## src/rtl/mc_pkg.sv

```systemverilog
// Shared encodings for the multicycle ARM-subset control unit.
// State, ALU op, DP command, condition and datapath select codes.
package mc_pkg;

  typedef enum logic [3:0] {
    S_FETCH,
    S_DECODE,
    S_MEMADR,
    S_MEMRD,
    S_MEMWB,
    S_MEMWR,
    S_EXECR,
    S_EXECI,
    S_ALUWB,
    S_BRANCH
  } state_t;

  localparam logic [2:0] ALU_ADD = 3'd0;
  localparam logic [2:0] ALU_SUB = 3'd1;
  localparam logic [2:0] ALU_AND = 3'd2;
  localparam logic [2:0] ALU_ORR = 3'd3;
  localparam logic [2:0] ALU_EOR = 3'd6;

  localparam logic [3:0] CMD_ADD = 4'b0100;
  localparam logic [3:0] CMD_SUB = 4'b0010;
  localparam logic [3:0] CMD_AND = 4'b0000;
  localparam logic [3:0] CMD_ORR = 4'b1100;
  localparam logic [3:0] CMD_CMP = 4'b1010;
  localparam logic [3:0] CMD_TEQ = 4'b1001;
  localparam logic [3:0] CMD_LSL = 4'b1101;

  localparam logic [3:0] C_EQ = 4'b0000;
  localparam logic [3:0] C_NE = 4'b0001;
  localparam logic [3:0] C_CS = 4'b0010;
  localparam logic [3:0] C_CC = 4'b0011;
  localparam logic [3:0] C_MI = 4'b0100;
  localparam logic [3:0] C_PL = 4'b0101;
  localparam logic [3:0] C_VS = 4'b0110;
  localparam logic [3:0] C_VC = 4'b0111;
  localparam logic [3:0] C_HI = 4'b1000;
  localparam logic [3:0] C_LS = 4'b1001;
  localparam logic [3:0] C_GE = 4'b1010;
  localparam logic [3:0] C_LT = 4'b1011;
  localparam logic [3:0] C_GT = 4'b1100;
  localparam logic [3:0] C_LE = 4'b1101;
  localparam logic [3:0] C_AL = 4'b1110;

  localparam logic [1:0] SRCA_REG  = 2'b00;
  localparam logic [1:0] SRCA_PC   = 2'b01;
  localparam logic [1:0] SRCB_REG  = 2'b00;
  localparam logic [1:0] SRCB_IMM  = 2'b01;
  localparam logic [1:0] SRCB_FOUR = 2'b10;
  localparam logic [1:0] RES_OUT   = 2'b00;
  localparam logic [1:0] RES_DATA  = 2'b01;
  localparam logic [1:0] RES_ALU   = 2'b10;

  localparam logic [1:0] IMM_DP  = 2'b00;
  localparam logic [1:0] IMM_MEM = 2'b01;
  localparam logic [1:0] IMM_BR  = 2'b10;

endpackage

```

## src/rtl/mc_controller_cond.sv

```systemverilog
// Condition-code evaluation for conditional execution.
// Purely combinational: Cond x {N,Z,C,V} -> execute/skip.
module cond_check
  import mc_pkg::*;
(
  input  logic [3:0] cond,
  input  logic [3:0] flags,
  output logic       condex
);

  logic n, z, c, v;
  assign {n, z, c, v} = flags;

  // ARM condition table; 1111 never executes
  always_comb begin
    condex = 1'b0;
    unique case (cond)
      C_EQ: condex = z;
      C_NE: condex = !z;
      C_CS: condex = c;
      C_CC: condex = !c;
      C_MI: condex = n;
      C_PL: condex = !n;
      C_VS: condex = v;
      C_VC: condex = !v;
      C_HI: condex = c && !z;
      C_LS: condex = !c || z;
      C_GE: condex = n == v;
      C_LT: condex = n != v;
      C_GT: condex = !z && (n == v);
      C_LE: condex = z || (n != v);
      C_AL: condex = 1'b1;
      default: condex = 1'b0;
    endcase
  end

endmodule

```

## src/rtl/mc_controller.sv

```systemverilog
// Multicycle control unit: Moore main FSM, ALU decoder,
// NZCV flags register and conditional-execution gating.
module mc_controller
  import mc_pkg::*;
#(
  parameter int ALUCTRL_W     = 3,
  parameter int RESET_PC_WAIT = 0
) (
  input  logic                 clk,
  input  logic                 reset,
  input  logic [3:0]           Cond,
  input  logic [1:0]           Op,
  input  logic [5:0]           Funct,
  input  logic [3:0]           Rd,
  input  logic [3:0]           ALUFlags,
  output logic                 PCWrite,
  output logic                 AdrSrc,
  output logic                 MemWrite,
  output logic                 IRWrite,
  output logic                 RegWrite,
  output logic [1:0]           ResultSrc,
  output logic [1:0]           ALUSrcA,
  output logic [1:0]           ALUSrcB,
  output logic [1:0]           ImmSrc,
  output logic [1:0]           RegSrc,
  output logic [ALUCTRL_W-1:0] ALUControl,
  output logic                 Shift,
  output logic [3:0]           Flags,
  output logic                 IllegalInstr
);

  localparam logic [1:0] WAIT_INIT = 2'(RESET_PC_WAIT);

  state_t     state, state_nx;
  logic [1:0] wait_q;
  logic       condex, condexr;
  logic [3:0] flags_q;

  logic       dp_ok, nowrite, is_lsl, cv_ok;
  logic [2:0] alu_op;
  logic [1:0] flagw;
  logic       illegal, pc_dst;
  logic [1:0] imm_sel, reg_sel;

  cond_check u_cond (
    .cond   (Cond),
    .flags  (flags_q),
    .condex (condex)
  );

  // Data-processing command decode from Funct[4:1]
  always_comb begin
    dp_ok   = 1'b1;
    nowrite = 1'b0;
    is_lsl  = 1'b0;
    cv_ok   = 1'b0;
    alu_op  = ALU_ADD;
    unique case (Funct[4:1])
      CMD_ADD: cv_ok = 1'b1;
      CMD_SUB: begin
        alu_op = ALU_SUB;
        cv_ok  = 1'b1;
      end
      CMD_AND: alu_op = ALU_AND;
      CMD_ORR: alu_op = ALU_ORR;
      CMD_CMP: begin
        alu_op  = ALU_SUB;
        nowrite = 1'b1;
        cv_ok   = 1'b1;
      end
      CMD_TEQ: begin
        alu_op  = ALU_EOR;
        nowrite = 1'b1;
      end
      CMD_LSL: is_lsl = 1'b1;
      default: dp_ok = 1'b0;
    endcase
  end

  assign flagw   = {Funct[0], Funct[0] & cv_ok};
  assign illegal = (Op == 2'b11) || (Op == 2'b00 && !dp_ok);
  assign pc_dst  = (Rd == 4'b1111);

  // Immediate/register-port selects by instruction class
  always_comb begin
    imm_sel = IMM_DP;
    reg_sel = 2'b00;
    unique case (Op)
      2'b01: begin
        imm_sel = IMM_MEM;
        reg_sel = Funct[0] ? 2'b00 : 2'b10;
      end
      2'b10: begin
        imm_sel = IMM_BR;
        reg_sel = 2'b01;
      end
      default: ;
    endcase
  end

  // State, post-reset wait, latched condition and flags
  always_ff @(posedge clk or negedge reset) begin
    if (!reset) begin
      state   <= S_FETCH;
      wait_q  <= WAIT_INIT;
      condexr <= 1'b0;
      flags_q <= 4'b0000;
    end else begin
      state <= state_nx;
      if (state == S_FETCH && wait_q != 2'd0)
        wait_q <= wait_q - 2'd1;
      if (state == S_DECODE)
        condexr <= condex;
      if ((state == S_EXECR || state == S_EXECI) && condexr) begin
        if (flagw[1]) flags_q[3:2] <= ALUFlags[3:2];
        if (flagw[0]) flags_q[1:0] <= ALUFlags[1:0];
      end
    end
  end

  // Next-state logic
  always_comb begin
    state_nx = state;
    unique case (state)
      S_FETCH:
        if (wait_q == 2'd0) state_nx = S_DECODE;
      S_DECODE: begin
        unique case (1'b1)
          (Op == 2'b01): state_nx = S_MEMADR;
          (Op == 2'b10): state_nx = S_BRANCH;
          (Op == 2'b00 && dp_ok):
            state_nx = Funct[5] ? S_EXECI : S_EXECR;
          default: state_nx = S_FETCH;
        endcase
      end
      S_MEMADR:
        state_nx = Funct[0] ? S_MEMRD : S_MEMWR;
      S_MEMRD:  state_nx = S_MEMWB;
      S_MEMWB:  state_nx = S_FETCH;
      S_MEMWR:  state_nx = S_FETCH;
      S_EXECR:  state_nx = S_ALUWB;
      S_EXECI:  state_nx = S_ALUWB;
      S_ALUWB:  state_nx = S_FETCH;
      S_BRANCH: state_nx = S_FETCH;
      default:  state_nx = S_FETCH;
    endcase
  end

  // Moore outputs, forced low while reset is held
  always_comb begin
    PCWrite      = 1'b0;
    AdrSrc       = 1'b0;
    MemWrite     = 1'b0;
    IRWrite      = 1'b0;
    RegWrite     = 1'b0;
    ResultSrc    = RES_OUT;
    ALUSrcA      = SRCA_REG;
    ALUSrcB      = SRCB_REG;
    ImmSrc       = 2'b00;
    RegSrc       = 2'b00;
    ALUControl   = ALUCTRL_W'(ALU_ADD);
    Shift        = 1'b0;
    IllegalInstr = 1'b0;
    if (reset) begin
      unique case (state)
        S_FETCH: begin
          if (wait_q == 2'd0) begin
            PCWrite = 1'b1;
            IRWrite = 1'b1;
          end
          ALUSrcA   = SRCA_PC;
          ALUSrcB   = SRCB_FOUR;
          ResultSrc = RES_ALU;
        end
        S_DECODE: begin
          ALUSrcA      = SRCA_PC;
          ALUSrcB      = SRCB_FOUR;
          ResultSrc    = RES_ALU;
          IllegalInstr = illegal;
        end
        S_MEMADR: ALUSrcB = SRCB_IMM;
        S_MEMRD:  AdrSrc = 1'b1;
        S_MEMWR: begin
          AdrSrc   = 1'b1;
          MemWrite = condexr;
        end
        S_MEMWB: begin
          ResultSrc = RES_DATA;
          RegWrite  = condexr;
          PCWrite   = condexr && pc_dst;
        end
        S_EXECR: begin
          ALUSrcB    = SRCB_REG;
          ALUControl = ALUCTRL_W'(alu_op);
          Shift      = is_lsl;
        end
        S_EXECI: begin
          ALUSrcB    = SRCB_IMM;
          ALUControl = ALUCTRL_W'(alu_op);
          Shift      = is_lsl;
        end
        S_ALUWB: begin
          ResultSrc = RES_OUT;
          RegWrite  = condexr && !nowrite;
          PCWrite   = condexr && !nowrite && pc_dst;
        end
        S_BRANCH: begin
          ALUSrcB   = SRCB_IMM;
          ResultSrc = RES_ALU;
          PCWrite   = condexr;
        end
        default: ;
      endcase
      if (state != S_FETCH) begin
        ImmSrc = imm_sel;
        RegSrc = reg_sel;
      end
    end
  end

  assign Flags = flags_q;

endmodule

```

## config.mk

```make
export PLATFORM = sky130hd
export DESIGN_NAME = mc_controller
export DESIGN_NICKNAME = d
export VERILOG_FILES = /design/src/rtl/mc_pkg.sv /design/src/rtl/mc_controller_cond.sv /design/src/rtl/mc_controller.sv
export SDC_FILE = /design/constraint.sdc
export NUM_CORES = 1
export LEC_CHECK = 0
export BUFFER_PORTS_ARGS = -buffer_cell sky130_fd_sc_hd__buf_2
export CAP_MARGIN = 40
export CORE_MARGIN = 2
export CORE_UTILIZATION = 44
export DETAILED_ROUTE_END_ITERATION = 12
export PLACE_DENSITY = 0.76
export SYNTH_ARGS = -nofsm -noshare
export SYNTH_HDL_FRONTEND = slang
export SYNTH_SLANG_ARGS = --single-unit
export TNS_END_PERCENT = 10
```

## constraint.sdc

```tcl
create_clock -name clk -period 1.5 [get_ports clk]
set_clock_uncertainty 0.2 [all_clocks]
set_input_delay 0 -clock clk [delete_from_list [all_inputs] [get_ports clk]]
set_output_delay 0 -clock clk [all_outputs]
set_load 0.01 [all_outputs]
```

==> impl_metrics.yaml, run 1 <==
drt:
  vias: 1367
  drc: 0
  finalWirelength_mm: 3.807
  drtAntennaViolNets: 0
  drt_iter0_drc: 58
  avgRoutedWirePerCell_um: 15.60
  via_per_inst: 5.602
  firstDrtPassIters: 4
final_layout:
  antenna_cells: 0
  layout.cells.non_filler: 244
  final_nets: 238
  syn2layout_area_growth_pct: 51.99
  fin_area_um2: 1814
  drive_gt1_frac: 0.4907
worst_setup_path:
  start_kind: "flop"
  max_stage_delay_ps: 410
  worstPathRequired_ps: 1300
  cp-end-kind: "output pin"
  crit_family: "buffers and inverters"
  crit_buf_inv: 4
  crit_path_top_delay_cell: "dfrtp_1"
  arrival_ps: 1570
  cp_cell_sequence: "buf_6 -> nand4b_1 -> buf_4 -> buf_4 -> nor3_2 -> buf_2"
  cp_common_cell: "buf_4"
  crit_type: "flop to output pin"
  critPathMaxFanout: 4
global_route:
  grt_first_pass_wirelength_mm: 6.147
  antenna_found_initial: 0
  grt.overflow.total: 0
  grt_max_degree: 14
  track_usage: 0.2398
  grt_pass1_vias: 1350
hold_path:
  hp-class: "input pin to flop"
cts:
  cts_sinks: 11
  clk-insertion-delay-late_ps: 270
  clk_pin_slew_ps: 70
  root_buffer: "clkbuf_4"
  cts_max_level: 1
  clock_path_buffers: 2
  cts_buffers: 3
  cts_tree: "done"
logic_synthesis:
  ys_ff_latch: 11
  netlist_area_um2: 1194
  synth_edf_count: 0
  yosysSeqAreaShare: 0.2306
  synth_flop_cell: "dfrtp_1"
  synth.distinct_cells: 54
  yosysWarnings: 0
  syn_avg_cell_area_um2: 8.065
  synthCells: 148
  syn_nets: 171
  ys_async_sr_fraction: 1.000
power:
  ir_worst_vdd_v: 0.001135
  leakage_nw: 0.8740
  powerDensity_nw_per_um2: 1296
  p_total_mw: 2.351
die:
  die_w_um: 56.09
  placementRows: 18
  coreArea_um2: 2522
  die_h_um: 56.09
  io_pins: 46
  dieArea_um2: 3146
  start_util: 0.4732
run:
  drv_cap: 0
timing:
  min_period_ps: 1774
  slew_viol_final: 0
  period_share: 1.182
  rsz0062_at_grt: "yes"
  finalHoldViolations: 0
  setup_viol: 28
  max_freq_mhz: 563.8
  layout_setup_ws_ps: -273.6
  setup_tns_ps: -3901
placed_design:
  pre_cts_slack_ps: -79.53
  place_inst: 223
  place_congestion: 0.8353
  portBuffers: 44
  hpwl_mm: 2.483
  placed_area_um2: 1503
status:
  status: "complete, but fails checks"
  violations: "setup timing"
## kinds of logic (layout without fill, tap and decap cells)
family / Yosys count / after routing / share of synthesized area
AO/OA/AOI/OAI: 27 / 27 / 0.1551
XOR/XNOR: 6 / 6 / 0.04402
adder cells (fa/ha/maj): 1 / 1 / 0.01048
buffers and inverters: 18 / 84 / 0.08175
flip-flops: 11 / 11 / 0.2306
multiplexers: 8 / 8 / 0.07232
other: 1 / 1 / 0.003142
AND/OR/NAND/NOR: 76 / 76 / 0.4025
## metal layers
metal / vias to the layer above / track usage / routed length, um
met1: 653 / 0.2904 / 1532
met2: 50 / 0.4269 / 1994
met3: 6 / 0.03488 / 216
met5: - / 0 / 0
li1: 658 / - / -
met4: 0 / 0.08503 / 64
## tightest hold or removal path, cell delays in order
cell	delay [ps]
buf_2	170
o311a_1	190
a31oi_1	90
## synth_stat cells (4+ instances only)
| cell | count | area, um^2 |
|---|---|---|
| and3_1 | 4 | 25.02 |
| a21oi_1 | 7 | 35.03 |
| dfrtp_1 | 11 | 275.3 |
| nand2b_1 | 8 | 50.05 |
| nand2_1 | 8 | 30.03 |
| nor3b_1 | 4 | 30.03 |
| buf_2 | 9 | 45.04 |
| nor3_1 | 7 | 35.03 |
| mux2_1 | 5 | 56.30 |
| xor2_1 | 4 | 35.03 |
| nor2_1 | 17 | 63.81 |
| nor2b_1 | 4 | 25.02 |
## registers in the layout (all words and copies together) (netlist names)
signal / flops
state: 4
Flags: 4
condexr: 1
wait_q: 2
## cell type report
| cell class | count | area (um^2) |
|---|---|---|
| clock buffers | 4 | 26.28 |
| fillers | 186 | 708.2 |
| inverters | 4 | 15.01 |
| multi-input cells | 119 | 942.2 |
| flip-flops and latches | 11 | 280.3 |
| well taps | 30 | 37.54 |
| repair buffers | 76 | 513.0 |
## where the power goes
part	leakage, nW	internal, mW	switching [mW]
Clock	0.0150	0.103	0.102
Sequential	0.141	0.391	0.128
Combinational	0.718	0.808	0.818
## per-stage QoR
| step | util | hold WS [ps] |
|---|---|---|
| final | 0.7192 | 12.15 |
| after global routing | 0.7192 | 25.71 |
| after CTS | 0.6900 | 7.729 |
| after detailed placement | 0.5957 | -321.8 |
| after global placement | 0.5957 | -325.7 |
| after floorplan | - | -495.6 |
## placed cells by master, fill, tap and decap left out, drive strengths merged, types with 3 or more instances in the layout
cell type and instances:
xor2 4, nand2b 9, a21oi 7, dlygate4sd3 10, and2b 3, nor2b 5
a211oi 3, buf 66, nor3 9, nor4 3, mux2i 3, clkbuf 4
inv 4, o21ai 5, mux2 5, dfrtp 11, and3 5, nor3b 5
nand2 8, nor2 17
## path summary, 6_finish.rpt
path	start	endpoint	slack [ps]	depth (start not counted)
worst max-delay path	state[3]	ALUControl[1]	-270	6
min in group asynchronous	reset	wait_q[1]	70	2
max in group asynchronous	reset	state[2]	670	3
worst max register to register	state[3]	Flags[1]	-210	5
worst min register to register	wait_q[1]	wait_q[1]	330	2
worst min-delay path	Cond[3]	condexr	10	3
## timing repair
action,4_1_cts,5_1_grt
pin swaps,7,4
hold buffers,10,0
endpoints found under the hold margin,19,0
gates resized for setup,20,13
buffers inserted,5,2
endpoints found under the setup margin,26,30
Note: power is estimated with default switching activity, not from simulation.
==> run 2: changes to the inputs <==
--- a/config.mk
+++ b/config.mk
@@ -8,9 +8,10 @@
 export BUFFER_PORTS_ARGS = -buffer_cell sky130_fd_sc_hd__buf_2
 export CAP_MARGIN = 40
 export CORE_MARGIN = 2
-export CORE_UTILIZATION = 44
+export CORE_UTILIZATION = 46
+export CTS_BUF_LIST = sky130_fd_sc_hd__clkbuf_8
 export DETAILED_ROUTE_END_ITERATION = 12
-export PLACE_DENSITY = 0.76
+export PLACE_DENSITY = 0.79
 export SYNTH_ARGS = -nofsm -noshare
 export SYNTH_HDL_FRONTEND = slang
 export SYNTH_SLANG_ARGS = --single-unit
==> run 2 against run 1 <==
  * The run ends with hold timing, setup timing left
  * Fmax up 1.5%
  * Setup slack better by 26 ps
  * Total power up 12%
  * Critical endpoint is now IllegalInstr
  * Cell count up 1.2%
  * Critical path depth unchanged
  * Largest cell class unchanged
  * Clock power up 47%
  * Non-clock buffer count up 3
  * Global-route usage up 1.8 points
  * Sequential power up 4%
  * Design area up 3.0%
  * Largest power group unchanged
==> impl_metrics.yaml, run 2 (same netlist as run 1, synthesis figures left out) <==
status:
  status: "complete, but fails checks"
  violations: "hold timing, setup timing"
die:
  die_h_um: 54.94
  placementRows: 18
  coreArea_um2: 2477
  start_util: 0.4818
  io_pins: 46
  die_w_um: 54.94
  dieArea_um2: 3018
worst_setup_path:
  crit_path_top_delay_cell: "dfrtp_1"
  r2r_end: "condexr"
  cp_cell_sequence: "buf_6 -> nand2b_4 -> nor3_4 -> nand4_1 -> nor2_1 -> buf_2"
  crit_type: "flop to output pin"
  critPathMaxFanout: 7
  cp-end-kind: "output pin"
  arrival_ps: 1550
  rr_worst_depth: 7
  regToRegSetupSlack_ps: -220
  start_kind: "flop"
  regToRegStartpoint: "state[1]"
  worstPathRequired_ps: 1300
  max_stage_delay_ps: 390
drt:
  via_per_inst: 5.745
  vias: 1419
  drtAntennaViolNets: 0
  avgRoutedWirePerCell_um: 16.45
  drt_iter0_drc: 39
  finalWirelength_mm: 4.062
  firstDrtPassIters: 4
  drc: 0
hold_path:
  min_to: "condexr"
  min_from: "Cond[1]"
  hold_depth: 4
  hp-class: "input pin to flop"
final_layout:
  drive_gt1_frac: 0.4931
  final_nets: 241
  syn2layout_area_growth_pct: 56.50
  final_common_cell: "buf_2"
  fin_area_um2: 1868
  nFillCells: 177
  antenna_cells: 0
  layout_common_cells: "buf_2 (43), buf_4 (19), nor2_1 (12)"
power:
  powerDensity_nw_per_um2: 1411
  leakage_nw: 0.9158
  p_int_mw: 1.480
  p_sw_frac: 0.4387
  p_total_mw: 2.636
  pwr-share-seq: 0.204
  power.net_switching_mw: 1.156
  ir_worst_vdd_v: 0.001035
  combPwrFrac: 0.680
  p_clk_frac: 0.115
run:
  drv_cap: 0
global_route:
  grt_first_pass_wirelength_mm: 5.540
  antenna_found_initial: 0
  grt_use_met3: 0.05376
  met1_usage: 0.3015
  grt.overflow.total: 0
  met2_usage: 0.4603
  grt_max_degree: 14
  track_usage: 0.2575
  grt.busiest_layer: "met2"
  grt_pass1_vias: 1253
placed_design:
  pre_cts_slack_ps: -73.61
  place_congestion: 0.8215
  portBuffers: 44
  hpwl_mm: 2.516
  placed_area_um2: 1505
timing:
  setup_tns_ps: -3074
  layout_setup_ws_ps: -247.4
  max_freq_mhz: 572.3
  min_period_ps: 1747
  finalHoldViolations: 2
  slew_viol_final: 0
  fin_hold_ws_ps: -7.890
  rsz0062_at_grt: "yes"
  setup_viol: 27
  period_share: 1.165
cts:
  cts_tree: "done"
  cts_max_level: 1
  cts_sinks: 11
  root_buffer: "clkbuf_8"
  clock_path_buffers: 2
  clk_pin_slew_ps: 50
  clk-insertion-delay-late_ps: 250
  cts_buffers: 3
run 2: changes by cell type in the layout (fill, tap and decap cells not counted), sizes merged:
cell | previous run | this run
buf | 66 | 70
clkbuf | 4 | 3
dlygate4sd3 | 10 | 9
inv | 4 | 5
run 2: cell type report:
| cell class | count | area, um^2 | share of cell area |
|---|---|---|---|
| Clock buffer | 3 | 41.29 | 0.02210 |
| Tap cell | 30 | 37.54 | 0.02009 |
| Sequential cell | 11 | 276.5 | 0.1480 |
| Timing Repair Buffer | 79 | 538.0 | 0.2880 |
| Clock inverter | 1 | 3.754 | 0.002009 |
| Multi-Input combinational cell | 119 | 955.9 | 0.5117 |
| Inverter | 4 | 15.01 | 0.008038 |
run 2: stage by stage:
stage	instances	util
final	247	0.7540
after global routing	247	0.7540
after CTS	243	0.6995
after detailed placement	225	0.6076
after global placement	225	0.6076
after floorplan	148	-
run 2: worst max path at each step:
| stage | slack [ps] | startpoint | to | depth (start not counted) |
|---|---|---|---|---|
| global placement | 10 | state[3] | Flags[1] | 4 |
| global route | -310 | state[1] | IllegalInstr | 6 |
| floorplan | -20 | state[3] | Flags[0] | 4 |
| CTS | -220 | state[1] | IllegalInstr | 6 |
| detailed placement | -70 | state[1] | state[0] | 5 |
| finish | -250 | state[1] | IllegalInstr | 6 |
run 2: power groups by stage:
stage	registers (mW)	clock network (mW)	logic (mW)
floorplan	0.479	0	0.817
global placement	0.504	0	1.22
detailed placement	0.515	0	1.27
CTS	0.517	0.293	1.49
global route	0.545	0.322	1.92
finish	0.539	0.303	1.79
run 2: timing repair:
action                     CTS  global route
cloned                       0             1
buffers inserted             5             3
gates resized for setup     14            23
pin swaps                    6             8
setup endpoints to repair   25            30
hold buffers                 9             0
hold endpoints to repair    17             0
run 2: worst max-delay path: cells and delay by family, from the launching register on:
family        cells  cell delay (ps)
simple gates      4              610
flops             1              390
buf+inv           2              290
run 2: metal layers:
| metal | part of all wire | wire length [um] |
|---|---|---|
| met5 | 0 | 0 |
| met4 | 0.038 | 154 |
| met3 | 0.066 | 270 |
| met2 | 0.51 | 2067 |
| met1 | 0.39 | 1570 |
==> run 3: changes to the inputs <==
--- a/config.mk
+++ b/config.mk
@@ -8,11 +8,12 @@
 export BUFFER_PORTS_ARGS = -buffer_cell sky130_fd_sc_hd__buf_2
 export CAP_MARGIN = 40
 export CORE_MARGIN = 2
-export CORE_UTILIZATION = 46
+export CORE_UTILIZATION = 45
 export CTS_BUF_LIST = sky130_fd_sc_hd__clkbuf_8
 export DETAILED_ROUTE_END_ITERATION = 12
-export PLACE_DENSITY = 0.79
+export PLACE_DENSITY = 0.78
 export SYNTH_ARGS = -nofsm -noshare
 export SYNTH_HDL_FRONTEND = slang
+export SYNTH_HIERARCHICAL = 1
 export SYNTH_SLANG_ARGS = --single-unit
 export TNS_END_PERCENT = 10
==> run 3 against run 2 <==
  * Fmax down 4.1%
  * The flow finishes with violations (setup timing)
  * Die area grew 1.2%
  * Global-route usage shrank 4.0 points
  * Largest power group unchanged
  * Wire length fell by 13%
  * Setup slack lost 75 ps
  * Critical path depth down 1
  * Sequential share of layout area rose by 0.52 points
  * Via count shrank 3.5%
==> impl_metrics.yaml, run 3 <==
timing:
  setup_viol: 25
  rsz0062_at_grt: "yes"
  fin_hold_ws_ps: 40.46
  finalHoldViolations: 0
  layout_setup_ws_ps: -322.7
  slew_viol_final: 0
  period_share: 1.215
  max_freq_mhz: 548.7
  min_period_ps: 1823
global_route:
  grt.overflow.total: 0
  grt_first_pass_wirelength_mm: 5.582
  grt_max_degree: 11
  track_usage: 0.2179
  antenna_found_initial: 0
  grt_pass1_vias: 1316
cts:
  cts_tree: "done"
  root_buffer: "clkbuf_8"
  cts_buffers: 3
  clk_pin_slew_ps: 50
  clk-insertion-delay-late_ps: 240
  cts_sinks: 11
  clock_path_buffers: 2
  cts_max_level: 1
status:
  status: "complete, but fails checks"
  violations: "setup timing"
worst_setup_path:
  regToRegSetupSlack_ps: -320
  crit_start: "Flags[2]"
  worstPathRequired_ps: 1420
  regToRegStartpoint: "Flags[2]"
  cp_common_cell: "a211o_1"
  cp_cell_sequence: "and3b_1 -> a221oi_1 -> a211o_1 -> a211o_1 -> mux2_2"
  crit_type: "flop to flop"
  arrival_ps: 1740
  critPathMaxFanout: 5
  r2r_end: "condexr"
  rr_worst_depth: 5
  crit_path_top_delay_cell: "dfrtp_2"
  crit_family: "compound AO/OA/AOI/OAI gates"
  max_stage_delay_ps: 430
  crit_end: "condexr"
  crit_buf_inv: 0
  start_kind: "flop"
  cp-end-kind: "flop"
  cp.depth: 5
drt:
  drt_iter0_drc: 57
  firstDrtPassIters: 4
  avgRoutedWirePerCell_um: 14.57
  via_per_inst: 5.638
  drtAntennaViolNets: 0
  vias: 1370
  finalWirelength_mm: 3.541
  drc: 0
logic_synthesis:
  netlist_area_um2: 1182
  yosys-top-cells-area: "dfrtp_1 (23%), ha_1 (7.4%), nand2_1 (4.8%), nand2b_1 (4.8%), a21oi_1 (4.2%)"
  synth_edf_count: 0
  syn_avg_cell_area_um2: 7.989
  synth_top_area_cell: "dfrtp_1"
  syn_nets: 177
  synth_flop_cell: "dfrtp_1"
  synthCells: 148
  synth.distinct_cells: 48
  synthMostInstantiatedCell: "nand2_1"
  synth_top_area_share: 0.2328
  yosysWarnings: 6
  yosysSeqAreaShare: 0.2328
  ys_ff_latch: 11
  ys_async_sr_fraction: 1.000
  synthTopCellsByCount: "nand2_1 (15), dfrtp_1 (11), nor2_1 (11), a21oi_1 (10), nand2b_1 (9)"
final_layout:
  fin_area_um2: 1837
  final_nets: 243
  syn2layout_area_growth_pct: 55.34
  drive_gt1_frac: 0.4977
  layout_common_cells: "buf_2 (41), buf_4 (18), nand2_1 (13)"
  final_common_cell: "buf_2"
  antenna_cells: 0
placed_design:
  hpwl_mm: 2.615
  portBuffers: 44
  place_congestion: 0.9035
  placed_area_um2: 1541
power:
  p_sw_frac: 0.4282
  combPwrFrac: 0.662
  p_int_mw: 1.349
  pwr-share-seq: 0.213
  power.net_switching_mw: 1.010
  p_clk_frac: 0.124
  powerDensity_nw_per_um2: 1284
  leakage_nw: 0.8894
  ir_worst_vdd_v: 0.001069
die:
  io_pins: 46
  start_util: 0.4773
  die_h_um: 55.26
  coreArea_um2: 2477
  placementRows: 18
  die_w_um: 55.26
  dieArea_um2: 3054
hold_path:
  hp-class: "input pin to flop"
run:
  drv_cap: 0
==> run 3: cell count changes after synthesis, moves of 4 or more <==
| cell | change |
|---|---|
| nor2b_1 | +4 |
| nand2_1 | +7 |
| buf_2 | -4 |
| ha_1 | +6 |
| nor2_1 | -6 |
==> run 3: power groups by stage <==
stage / clock network [mW] / logic, mW / registers [mW]
detailed placement: 0 / 1.24 / 0.466
global route: 0.322 / 1.69 / 0.513
finish: 0.293 / 1.56 / 0.503
floorplan: 0 / 0.732 / 0.444
global placement: 0 / 1.21 / 0.459
CTS: 0.295 / 1.35 / 0.488
==> run 3: cell type report <==
class                      instances  area, um^2
clock inverter                     1       5.005
multi-input combinational        122       973.4
fill                             184       640.6
sequential                        11       281.5
tap                               30       37.54
clock buffer                       3       41.29
timing repair buffer              72       483.0
inverter                           4       15.01
==> run 3: timing repair <==
item,in CTS,in global routing
gates cloned,0,0
pin swaps,6,5
buffers inserted,1,0
hold endpoints to repair,16,0
hold buffers,6,0
resized for setup,16,24
endpoints found under the setup margin,26,29
==> run 3: cell families (layout without fill, tap and decap cells) <==
logic type                 after synthesis  count (layout)  share of synthesized area
muxes                                    7               7                    0.06878
and+or+nand+nor                         69              69                     0.3238
buffers and inverters                   15              80                    0.06560
xor gates and xnor gates                 6               6                    0.05080
other                                    1               1                   0.003172
AOI/OAI and AO/OA                       32              32                     0.1810
DFF                                     11              11                     0.2328
adders and majority gates                7               7                    0.07407
==> run 3: how the worst min path moves through the flow <==
stage | from | end | slack [ps] | cells past startpoint
2_1_floorplan | reset | Flags[0] | -500 | 0
3_3_place_gp | reset | wait_q[1] | -350 | 1
3_5_place_dp | reset | wait_q[1] | -350 | 1
4_1_cts | reset | wait_q[0] | 30 | 2
5_1_grt | Op[0] | state[1] | 70 | 4
6_report | Op[0] | state[1] | 40 | 4
==> run 3: stage by stage <==
| step | cells | setup slack, ps | utilization | setup TNS (ps) | power, mW |
|---|---|---|---|---|---|
| 2_1_floorplan | 148 | -282.4 | - | -524.2 | 1.175 |
| 3_3_place_gp | 232 | -274.0 | 0.6222 | -748.7 | 1.670 |
| 3_5_place_dp | 232 | -350.3 | 0.6222 | -1276 | 1.706 |
| 4_1_cts | 243 | -321.1 | 0.6924 | -3991 | 2.132 |
| 5_1_grt | 243 | -388.3 | 0.7414 | -5289 | 2.523 |
| 6_report | 243 | -322.7 | 0.7414 | -3381 | 2.359 |
==> run 3: worst reg2reg max path, cell delays in order, from the launching register on <==
cell and delay (ps):
dfrtp_2 430, and3b_1 250, a221oi_1 80, a211o_1 230, a211o_1 260, mux2_2 260
==> run 3: metal layers <==
metal	GRT usage	vias to the layer above	wire length [um]	share of wire
met1	0.2426	659	1318	0.37
met3	0.04450	12	188	0.053
met4	0.06272	0	93	0.026
met2	0.4116	49	1940	0.55
li1	-	650	-	-
met5	0	-	0	0
